File: config.mk
export PLATFORM = sky130hd
export DESIGN_NAME = spi_master_ctrl_flat
export DESIGN_NICKNAME = d
export VERILOG_FILES = /design/src/rtl/spi_master_ctrl_if.sv /design/src/rtl/spi_master_ctrl.sv /design/src/flat_wrapper.sv
export SDC_FILE = /design/constraint.sdc
export NUM_CORES = 1
export LEC_CHECK = 0
export CORE_MARGIN = 5
export CORE_UTILIZATION = 40
export CTS_CLUSTER_DIAMETER = 120
export DETAILED_ROUTE_END_ITERATION = 6
export REMOVE_ABC_BUFFERS = 1
export SETUP_SLACK_MARGIN = 0.2
export SLEW_MARGIN = 20
export SYNTH_ARGS = -nofsm -noshare
export SYNTH_HDL_FRONTEND = slang
export SYNTH_SLANG_ARGS = --single-unit
File: constraint.sdc
create_clock -name clk_i -period 5.3 [get_ports clk_i]
set_input_delay 0.53 -clock clk_i [delete_from_list [all_inputs] [get_ports clk_i]]
set_output_delay 0.53 -clock clk_i [all_outputs]
set_load 0.02 [all_outputs]
File: src/rtl/spi_master_ctrl_if.sv
// Word request / response handshake between a client and the SPI master controller.
// The controller sits on the slave modport; the requesting client uses the master modport.
interface spi_master_ctrl_if #(
    parameter int DW = 32
) ();
    logic          req_valid_i;
    logic          req_ready_o;
    logic [DW-1:0] req_data_i;
    logic          req_last_i;
    logic          rsp_valid_o;
    logic [DW-1:0] rsp_data_o;

    modport slave (
        input  req_valid_i, req_data_i, req_last_i,
        output req_ready_o, rsp_valid_o, rsp_data_o
    );

    modport master (
        output req_valid_i, req_data_i, req_last_i,
        input  req_ready_o, rsp_valid_o, rsp_data_o
    );
endinterface

File: src/rtl/spi_master_ctrl.sv
// SPI master: one word per request with runtime CPOL/CPHA, divider and length.
// Slave select is held across words until a request marked last completes.
module spi_master_ctrl #(
    parameter int SSN = 3,
    parameter int DW  = 32
) (
    input  logic             clk_i,
    input  logic             rst_i,
    input  logic [15:0]      cfg_div_i,
    input  logic             cfg_cpol_i,
    input  logic             cfg_cpha_i,
    input  logic [4:0]       cfg_len_i,
    input  logic [1:0]       cfg_ss_i,
    spi_master_ctrl_if.slave bus,
    output logic             busy_o,
    output logic             sclk_o,
    output logic             sclk_t,
    input  logic             sclk_i,
    output logic             mosi_o,
    output logic             mosi_t,
    input  logic             mosi_i,
    input  logic             miso_i,
    output logic             miso_o,
    output logic             miso_t,
    output logic             ss_o,
    output logic             ss_t,
    input  logic             ss_i,
    output logic             ss1_o,
    output logic             ss2_o
);

    localparam logic [2:0] S_IDLE  = 3'd0;
    localparam logic [2:0] S_SETUP = 3'd1;
    localparam logic [2:0] S_SHIFT = 3'd2;
    localparam logic [2:0] S_HOLD  = 3'd3;
    localparam logic [2:0] S_WAIT  = 3'd4;
    localparam logic [2:0] S_GAP   = 3'd5;

    logic [2:0]     state;
    logic [16:0]    cnt;
    logic [6:0]     edge_cnt;
    logic [4:0]     bit_idx;
    logic [4:0]     len_q;
    logic [15:0]    div_q;
    logic           cpol_q;
    logic           cpha_q;
    logic           last_q;
    logic [DW-1:0]  tx_q;
    logic [DW-1:0]  rx_q;
    logic [SSN-1:0] ss_q;
    logic [SSN-1:0] ss_sel;
    logic           sclk_q;
    logic           mosi_q;
    logic           rsp_valid_q;
    logic [DW-1:0]  rsp_data_q;
    logic           ready;
    logic           accept;
    logic           cnt_zero;
    logic           leading;
    logic           last_edge;
    logic           unused_inputs;

    assign unused_inputs = ^{sclk_i, mosi_i, ss_i};

    assign ready     = ~rst_i & ((state == S_IDLE) | (state == S_WAIT));
    assign accept    = bus.req_valid_i & ready;
    assign cnt_zero  = (cnt == 17'd0);
    assign leading   = ~edge_cnt[0];
    // edge_cnt holds edges already produced; the final one of 2N is pending when it equals 2N-1
    assign last_edge = (edge_cnt == ({1'b0, len_q, 1'b0} + 7'd1));

    always_comb begin
        ss_sel = '1;
        if (cfg_ss_i != 2'd3) begin
            ss_sel[cfg_ss_i] = 1'b0;
        end
    end

    always_ff @(posedge clk_i) begin
        if (rst_i) begin
            state       <= S_IDLE;
            cnt         <= '0;
            edge_cnt    <= '0;
            bit_idx     <= '0;
            len_q       <= '0;
            div_q       <= '0;
            cpol_q      <= 1'b0;
            cpha_q      <= 1'b0;
            last_q      <= 1'b0;
            tx_q        <= '0;
            rx_q        <= '0;
            ss_q        <= '1;
            sclk_q      <= 1'b0;
            mosi_q      <= 1'b0;
            rsp_valid_q <= 1'b0;
            rsp_data_q  <= '0;
        end else begin
            rsp_valid_q <= 1'b0;
            case (state)
                S_IDLE: begin
                    sclk_q <= cfg_cpol_i;
                    if (accept) begin
                        div_q    <= cfg_div_i;
                        cpol_q   <= cfg_cpol_i;
                        cpha_q   <= cfg_cpha_i;
                        len_q    <= cfg_len_i;
                        ss_q     <= ss_sel;
                        tx_q     <= bus.req_data_i;
                        last_q   <= bus.req_last_i;
                        cnt      <= {1'b0, cfg_div_i};
                        edge_cnt <= '0;
                        bit_idx  <= cfg_len_i;
                        rx_q     <= '0;
                        if (!cfg_cpha_i) begin
                            mosi_q <= bus.req_data_i[cfg_len_i];
                        end
                        state <= S_SETUP;
                    end
                end
                S_SETUP, S_SHIFT: begin
                    if (!cnt_zero) begin
                        cnt <= cnt - 17'd1;
                    end else begin
                        cnt      <= {1'b0, div_q};
                        sclk_q   <= ~sclk_q;
                        edge_cnt <= edge_cnt + 7'd1;
                        state    <= last_edge ? S_HOLD : S_SHIFT;
                        if (leading) begin
                            if (cpha_q) begin
                                mosi_q <= tx_q[bit_idx];
                            end else begin
                                rx_q <= {rx_q[DW-2:0], miso_i};
                            end
                        end else begin
                            if (cpha_q) begin
                                rx_q <= {rx_q[DW-2:0], miso_i};
                            end else if (bit_idx != 5'd0) begin
                                mosi_q <= tx_q[bit_idx - 5'd1];
                            end
                            if (bit_idx != 5'd0) begin
                                bit_idx <= bit_idx - 5'd1;
                            end
                        end
                    end
                end
                S_HOLD: begin
                    if (!cnt_zero) begin
                        cnt <= cnt - 17'd1;
                    end else begin
                        cnt         <= {1'b0, div_q};
                        rsp_valid_q <= 1'b1;
                        rsp_data_q  <= rx_q;
                        if (last_q) begin
                            ss_q  <= '1;
                            state <= S_GAP;
                        end else begin
                            state <= S_WAIT;
                        end
                    end
                end
                S_GAP: begin
                    if (!cnt_zero) begin
                        cnt <= cnt - 17'd1;
                    end else begin
                        state <= S_IDLE;
                    end
                end
                S_WAIT: begin
                    // Frame configuration stays frozen; only the next word is taken
                    if (accept) begin
                        tx_q     <= bus.req_data_i;
                        last_q   <= bus.req_last_i;
                        cnt      <= {1'b0, div_q};
                        edge_cnt <= '0;
                        bit_idx  <= len_q;
                        rx_q     <= '0;
                        if (!cpha_q) begin
                            mosi_q <= bus.req_data_i[len_q];
                        end
                        state <= S_SETUP;
                    end
                end
                default: state <= S_IDLE;
            endcase
        end
    end

    assign bus.req_ready_o = ready;
    assign bus.rsp_valid_o = rsp_valid_q;
    assign bus.rsp_data_o  = rsp_data_q;
    assign busy_o          = (state != S_IDLE);
    assign sclk_o          = sclk_q;
    assign sclk_t          = 1'b0;
    assign mosi_o          = mosi_q;
    assign mosi_t          = (state == S_IDLE);
    assign miso_o          = 1'b0;
    assign miso_t          = 1'b1;
    assign ss_o            = ss_q[0];
    assign ss1_o           = ss_q[1];
    assign ss2_o           = ss_q[2];
    assign ss_t            = 1'b0;

endmodule

File: src/flat_wrapper.sv
// flat-port wrapper written by rule: the top's interface ports become plain ports
module spi_master_ctrl_flat 
#(
    parameter int SSN = 3,
    parameter int DW  = 32
)
  (clk_i, rst_i, cfg_div_i, cfg_cpol_i, cfg_cpha_i, cfg_len_i, cfg_ss_i, busy_o, sclk_o, sclk_t, sclk_i, mosi_o, mosi_t, mosi_i, miso_i, miso_o, miso_t, ss_o, ss_t, ss_i, ss1_o, ss2_o, bus_req_valid_i, bus_req_data_i, bus_req_last_i, bus_req_ready_o, bus_rsp_valid_o, bus_rsp_data_o);
  spi_master_ctrl_if #(.DW(DW)) bus_i ();
  input  logic clk_i;
  input  logic rst_i;
  input  logic [15:0] cfg_div_i;
  input  logic cfg_cpol_i;
  input  logic cfg_cpha_i;
  input  logic [4:0] cfg_len_i;
  input  logic [1:0] cfg_ss_i;
  output logic busy_o;
  output logic sclk_o;
  output logic sclk_t;
  input  logic sclk_i;
  output logic mosi_o;
  output logic mosi_t;
  input  logic mosi_i;
  input  logic miso_i;
  output logic miso_o;
  output logic miso_t;
  output logic ss_o;
  output logic ss_t;
  input  logic ss_i;
  output logic ss1_o;
  output logic ss2_o;
  input wire logic [$bits(bus_i.req_valid_i)-1:0] bus_req_valid_i;
  input wire logic [$bits(bus_i.req_data_i)-1:0] bus_req_data_i;
  input wire logic [$bits(bus_i.req_last_i)-1:0] bus_req_last_i;
  output wire logic [$bits(bus_i.req_ready_o)-1:0] bus_req_ready_o;
  output wire logic [$bits(bus_i.rsp_valid_o)-1:0] bus_rsp_valid_o;
  output wire logic [$bits(bus_i.rsp_data_o)-1:0] bus_rsp_data_o;
  assign bus_i.req_valid_i = bus_req_valid_i;
  assign bus_i.req_data_i = bus_req_data_i;
  assign bus_i.req_last_i = bus_req_last_i;
  assign bus_req_ready_o = bus_i.req_ready_o;
  assign bus_rsp_valid_o = bus_i.rsp_valid_o;
  assign bus_rsp_data_o = bus_i.rsp_data_o;
  spi_master_ctrl #(.SSN(SSN), .DW(DW)) u_core (.clk_i(clk_i), .rst_i(rst_i), .cfg_div_i(cfg_div_i), .cfg_cpol_i(cfg_cpol_i), .cfg_cpha_i(cfg_cpha_i), .cfg_len_i(cfg_len_i), .cfg_ss_i(cfg_ss_i), .bus(bus_i), .busy_o(busy_o), .sclk_o(sclk_o), .sclk_t(sclk_t), .sclk_i(sclk_i), .mosi_o(mosi_o), .mosi_t(mosi_t), .mosi_i(mosi_i), .miso_i(miso_i), .miso_o(miso_o), .miso_t(miso_t), .ss_o(ss_o), .ss_t(ss_t), .ss_i(ss_i), .ss1_o(ss1_o), .ss2_o(ss2_o));
endmodule
==> results.json, run 1 <==
{
  "outcome": "completed",
  "drive_gt1_frac": 0.0865,
  "cts_resized": 0,
  "drt_first_iter_violations": 567,
  "path_max_fanout": 27,
  "synth_cell_type_count": 74,
  "avgSynthCellArea_um2": 7.98,
  "nets": 1145,
  "preCtsSetupSlack_ns": 1.65,
  "multi_input_area_mm2": 0.00465,
  "critPathRequiredTime_ns": 5.66,
  "grt_max_degree": 63,
  "vdd_drop_max_v": 0.000248,
  "area_growth_pct": 20.0,
  "cts.sinks": 157,
  "cts_tree": "yes",
  "hp-class": "reg -> reg",
  "hold_viol_final": 0,
  "setup_viol": 0,
  "setup_slack_ns": 1.64,
  "critical-path-max-stage-delay_ns": 0.93,
  "antenna_found_initial": 0,
  "cts_inserted_buffers": 17,
  "synth.yosys.warnings": 0,
  "wirelength_mm": 22.5,
  "seq_area_mm2": 0.00314,
  "clock_power_share": 0.338,
  "via_per_inst": 5.52,
  "slew_viol_final": 0,
  "finalWeightedCongestion": 0.883,
  "synthCells": 1029,
  "fillCellCount": 1983,
  "seq_area_frac_synth": 0.383,
  "num_rows": 52,
  "clk_latency_ns": 0.43,
  "pin_count": 110,
  "coreArea_mm2": 0.0202,
  "clk_path_buf_depth": 2,
  "fin_tns_setup_ns": 0,
  "io_buffers": 102,
  "rsz0062_at_grt": "false",
  "die_w_um": 153,
  "clock_skew_ns": 0.00947,
  "leakagePower_nw": 3.34,
  "switching_share": 0.346,
  "hold_buffers": 0,
  "relSlewSlack": 0.355,
  "synth_edf_count": 0,
  "max-cap-violations": 0,
  "netSwitchingPower_mw": 1.21,
  "finalCriticalPeriod_ns": 3.66,
  "grt_pass1_vias": 7172,
  "avgRoutedWirePerCell_um": 16.6,
  "ys_ff_latch": 157,
  "critPathKind": "reg -> reg",
  "fin_crit_sh": 0.690,
  "fmax_mhz": 274,
  "die_area_mm2": 0.0235,
  "grtUsageTotal": 0.189,
  "vias": 7488,
  "num_antenna_cells": 0,
  "finalPower_mw": 3.50,
  "arrival_ns": 4.01,
  "post_cts_buffers": 0,
  "power_frac_seq": 0.389,
  "initial_core_util": 0.406,
  "grt_pass1_wl_mm": 37.2,
  "hpwl_mm": 15.1,
  "cp_slowest_cell": "dfxtp_1",
  "ant_nets": 0,
  "path_cells": "inv_1 -> ha_1 -> xnor2_1 -> buf_4 -> mux2_2 -> a211oi_1 -> a21boi_0 -> a211o_1 -> a31oi_1",
  "p_int_mw": 2.29,
  "worst_pin_slew_ns": 0.968,
  "pwr-share-comb": 0.273,
  "endpoint_kind": "register",
  "h-tree-depth": 4,
  "power_density_mw_per_mm2": 356,
  "synth-main-ff-cell": "dfxtp_1",
  "start_kind": "register",
  "drtPass1Iterations": 5,
  "holdWs_ns": 0.449,
  "die_y_um": 153,
  "cts_root_buf": "clkbuf_16",
  "ys_async_sr_fraction": 0,
  "drc": 0,
  "grt-ovfl-total": 0,
  "syn-cell-area_mm2": 0.00821,
  "clkTransAtPathRegs_ns": 0.07
}
==> synth_stat cells (4+ instances only) <==
master / count / area, µm²
clkbuf_1: 59 / 221
nor4b_1: 4 / 35.0
a22oi_1: 9 / 67.6
nand2_1: 247 / 927
o21a_1: 6 / 45.0
buf_1: 6 / 22.5
mux2_2: 10 / 113
o41ai_1: 11 / 96.3
buf_4: 10 / 75.1
o22ai_1: 5 / 31.3
o21bai_1: 5 / 37.5
a21o_1: 5 / 37.5
nand4_1: 4 / 25.0
xor2_1: 6 / 52.6
nor2_1: 43 / 161
nor3b_1: 11 / 82.6
mux2i_1: 18 / 180
o211ai_1: 5 / 37.5
o21ai_0: 61 / 305
nor3_1: 24 / 120
ha_1: 4 / 50.1
mux4_2: 22 / 495
dfxtp_1: 157 / 3140
xnor2_1: 16 / 140
inv_1: 14 / 52.6
or4_1: 6 / 45.0
buf_2: 11 / 55.1
a211oi_1: 14 / 105
a21oi_1: 111 / 556
a22o_1: 4 / 35.0
nand3_1: 47 / 235
o31ai_1: 4 / 30.0
==> registers in the layout, indices dropped and copies added (netlist names) <==
signal	cells
u_core.bus.rsp_data_o	32
u_core.rx_q	32
u_core.tx_q	32
u_core.cnt	17
u_core.div_q	16
u_core.edge_cnt	7
u_core.bit_idx	5
u_core.len_q	5
u_core.ss_q	3
u_core.state	3
u_core.bus.rsp_valid_o	1
u_core.cpha_q	1
u_core.last_q	1
u_core.mosi_o	1
u_core.sclk_o	1
==> worst max-delay path, delay by kind of cell (launching register included) <==
kind	cells	cell delay, ns
DFF	1	0.93
adders and majority gates	1	0.30
AOI/OAI and AO/OA	4	0.87
xor gates and xnor gates	1	0.55
buffers and inverters	2	0.57
muxes	1	0.35
==> routing by layer <==
| metal | part of all wire | up-vias | global-route usage |
|---|---|---|---|
| li1 | - | 3738 | - |
| met4 | 0.017 | 0 | 0.0585 |
| met5 | 0 | - | 0 |
| met3 | 0.043 | 24 | 0.0325 |
| met2 | 0.46 | 186 | 0.304 |
| met1 | 0.48 | 3540 | 0.261 |
==> cell type report <==
| type | instances | area share |
|---|---|---|
| clock inverter | 13 | 0.0133 |
| tap | 270 | 0.0343 |
| multi-input combinational | 770 | 0.472 |
| timing repair buffer | 113 | 0.112 |
| sequential | 157 | 0.319 |
| inverter | 17 | 0.00648 |
| clock buffer | 17 | 0.0432 |
==> worst paths after layout <==
path                                                      from                                endpoint  slack [ns]  depth (start not counted)
worst max register to register  u_core.bit_idx[0]$_SDFFE_PP0P_              u_core.mosi_o$_SDFFE_PP0P_        1.64                          9
worst min register to register    u_core.rx_q[31]$_SDFFE_PP0P_  u_core.bus.rsp_data_o[31]$_SDFFE_PP0P_        0.45                          2
worst min-delay path              u_core.rx_q[31]$_SDFFE_PP0P_  u_core.bus.rsp_data_o[31]$_SDFFE_PP0P_        0.45                          2
worst max-delay path            u_core.bit_idx[0]$_SDFFE_PP0P_              u_core.mosi_o$_SDFFE_PP0P_        1.64                          9
==> logic make-up (layout without fill, tap and decap cells) <==
logic type	Yosys count	after routing	share of synthesized area
other cells	2	4	0.000915
buf+inv	104	160	0.0547
flops	157	157	0.383
compound gates	272	272	0.205
xor+xnor	22	22	0.0235
fa+ha+maj	4	4	0.00610
simple gates	418	418	0.230
mux	50	50	0.0960
==> layout by cell type (no fill, tap or decap), types with 4 or more instances in the layout <==
cell and instances:
nand4_1 4, nand3_1 47, a21oi_1 111, a21o_1 5, inv_1 14, xor2_1 6
conb_1 4, dfxtp_1 157, nor2_1 41, a22oi_1 9, ha_1 4, nor3_1 23
clkbuf_16 17, o41ai_1 11, a22o_1 4, xnor2_1 16, mux2i_1 18, o211ai_1 5
mux2_2 10, nor3b_1 11, or4_1 6, o31ai_1 4, nor4b_1 4, o22ai_1 5
mux4_2 22, buf_4 12, nand2_1 246, o21a_1 5, o21ai_0 61, o21bai_1 5
clkdlybuf4s50_1 101, a211oi_1 14, inv_6 7
==> power by group through the flow <==
stage | logic, mW | clock network, mW | registers, mW
final | 0.955 | 1.19 | 1.36
after global routing | 1.05 | 1.26 | 1.38
after CTS | 0.953 | 1.21 | 1.36
after detailed placement | 0.948 | 0 | 1.39
after global placement | 0.942 | 0 | 1.39
after floorplan | 0.652 | 0 | 1.36
==> stage by stage <==
stage          cells  instance area [µm²]   util
3_3_place_gp    1327                 9290  0.459
6_report        1357                 9850  0.487
2_1_floorplan    944                 7830      -
4_1_cts         1357                 9850  0.487
5_1_grt         1357                 9850  0.487
3_5_place_dp    1327                 9290  0.459
Note: power is estimated with default switching activity, not from simulation.
==> inputs of run 2 (changes only) <==
Clock period 5.3 ns to 3.6 ns, I/O delays scaled along.
==> run 2 against run 1 <==
Effect of this change: clock skew up 0.0012 ns; non-clock buffer count up 10; via count up 0.77%; sequential power up 48%; hold slack worse by 0.11 ns; first-iteration DRC count down 13%; critical path depth down 5; cell count up 0.88%; combinational power up 51%; design area up 1.1%; global-route usage down 0.16 points; clock power up 51%; critical path type is now reg -> out; largest cell class unchanged; largest power group unchanged.
==> results.json, run 2 (synthesis results as in run 1) <==
{
  "drive_gt1_frac": 0.0946,
  "clk_path_buf_depth": 2,
  "max-cap-violations": 0,
  "layout_common_cells": "nand2_1, dfxtp_1, a21oi_1, clkdlybuf4s50_1, o21ai_0",
  "cts_tree": "yes",
  "leakagePower_nw": 3.40,
  "hpwl_mm": 15.1,
  "fin_area_mm2": 0.00996,
  "initial_core_util": 0.406,
  "cts_root_buf": "clkbuf_16",
  "relSlewSlack": 0.369,
  "clk_latency_ns": 0.44,
  "reg2regPathDepth": 7,
  "dp.cells": 1337,
  "start_kind": "register",
  "critPathKind": "reg -> out",
  "clkTransAtPathRegs_ns": 0.07,
  "die_area_mm2": 0.0235,
  "cts.sinks": 157,
  "grt_pass1_wl_mm": 36.7,
  "h-tree-depth": 4,
  "hp-class": "in -> reg",
  "grtUsageTotal": 0.188,
  "coreArea_mm2": 0.0202,
  "vias": 7546,
  "grt-ovfl-total": 0,
  "hold_buffers": 0,
  "die_y_um": 153,
  "critical-path-max-stage-delay_ns": 0.77,
  "path_max_fanout": 20,
  "via_per_inst": 5.51,
  "rsz0062_at_grt": "false",
  "io_buffers": 102,
  "vdd_drop_max_v": 0.000374,
  "num_antenna_cells": 0,
  "antenna_found_initial": 0,
  "area_growth_pct": 21.4,
  "cts_resized": 0,
  "cts_inserted_buffers": 17,
  "cp_slowest_cell": "nor2_1",
  "worst_pin_slew_ns": 0.946,
  "clock_skew_ns": 0.0106,
  "outcome": "completed",
  "critPathRequiredTime_ns": 3.24,
  "ant_nets": 0,
  "post_cts_buffers": 0,
  "fin_crit_sh": 0.832,
  "mostFrequentLayoutCell": "nand2_1",
  "grt_max_degree": 90,
  "slew_viol_final": 0,
  "wirelength_mm": 22.8,
  "r2r_start": "u_core.cnt[4]$_SDFFE_PP0P_",
  "die_w_um": 153,
  "path_cells": "nor2_1 -> nand2_1 -> inv_1 -> clkdlybuf4s50_1",
  "holdWs_ns": 0.344,
  "setup_slack_ns": 0.605,
  "drt_first_iter_violations": 493,
  "min_path_cells": 2,
  "finalCriticalPeriod_ns": 2.99,
  "drc": 0,
  "postPlaceCellArea_mm2": 0.00936,
  "nets": 1155,
  "power_density_mw_per_mm2": 527,
  "preCtsSetupSlack_ns": 0.864,
  "startpoint": "u_core.state[0]$_SDFFE_PP0P_",
  "arrival_ns": 2.63,
  "final_cells": 1369,
  "pin_count": 110,
  "endpoint_kind": "output port",
  "avgRoutedWirePerCell_um": 16.7,
  "setup_viol": 0,
  "drtPass1Iterations": 6,
  "fillCellCount": 1999,
  "hold_viol_final": 0,
  "grt_pass1_vias": 7010,
  "fmax_mhz": 334,
  "min_from": "rst_i",
  "finalWeightedCongestion": 0.866,
  "num_rows": 52
}
run 2: cell count changes in the layout (fill, tap and decap cells not counted), sizes merged:
cell and delta:
bufinv -1, buf +10, inv -1, clkinvlp +1, clkinv +3
run 2: where the power goes:
part           internal, mW  total [mW]  switching, mW
Combinational         0.584        1.44          0.857
Clock                 0.935        1.80          0.865
Sequential             1.85        2.01          0.156
Total                  3.37        5.25           1.88
run 2: per-layer routing:
| layer | routed length (µm) | up-vias | global-route usage |
|---|---|---|---|
| met5 | 0 | - | 0 |
| met1 | 10800 | 3565 | 0.260 |
| met2 | 10600 | 188 | 0.304 |
| li1 | - | 3768 | - |
| met3 | 1110 | 25 | 0.0351 |
| met4 | 265 | 0 | 0.0458 |
run 2: path summary, 6_finish.rpt:
check | end | slack (ns)
setup / recovery | mosi_t | 0.61
hold / removal | u_core.edge_cnt[1]$_SDFFE_PP0P_ | 0.34
setup reg to reg | u_core.cnt[7]$_SDFFE_PP0P_ | 0.83
hold reg to reg | u_core.bus.rsp_data_o[28]$_SDFFE_PP0P_ | 0.45
run 2: cell type report:
class	instances	area, µm²	share of cell area
clock buffers	17	425	0.0427
clock inverters	15	173	0.0173
inverters	17	63.8	0.00641
multi-input cells	770	4640	0.466
flip-flops and latches	157	3140	0.316
well taps	270	338	0.0339
repair buffers	123	1180	0.118
run 2: worst max-delay path, delay by kind of cell, from the launching register on:
kind | cells | cell delay (ns)
AND/OR/NAND/NOR | 2 | 0.96
buffers and inverters | 2 | 0.69
flip-flops | 1 | 0.56
run 2: stage by stage:
| step | util | total power, mW | TNS, ns |
|---|---|---|---|
| global route | 0.492 | 5.51 | 0 |
| floorplan | - | 2.97 | -76.05 |
| CTS | 0.492 | 5.29 | 0 |
| detailed placement | 0.463 | 3.47 | 0 |
| global placement | 0.463 | 3.46 | 0 |
| finish | 0.492 | 5.25 | 0 |
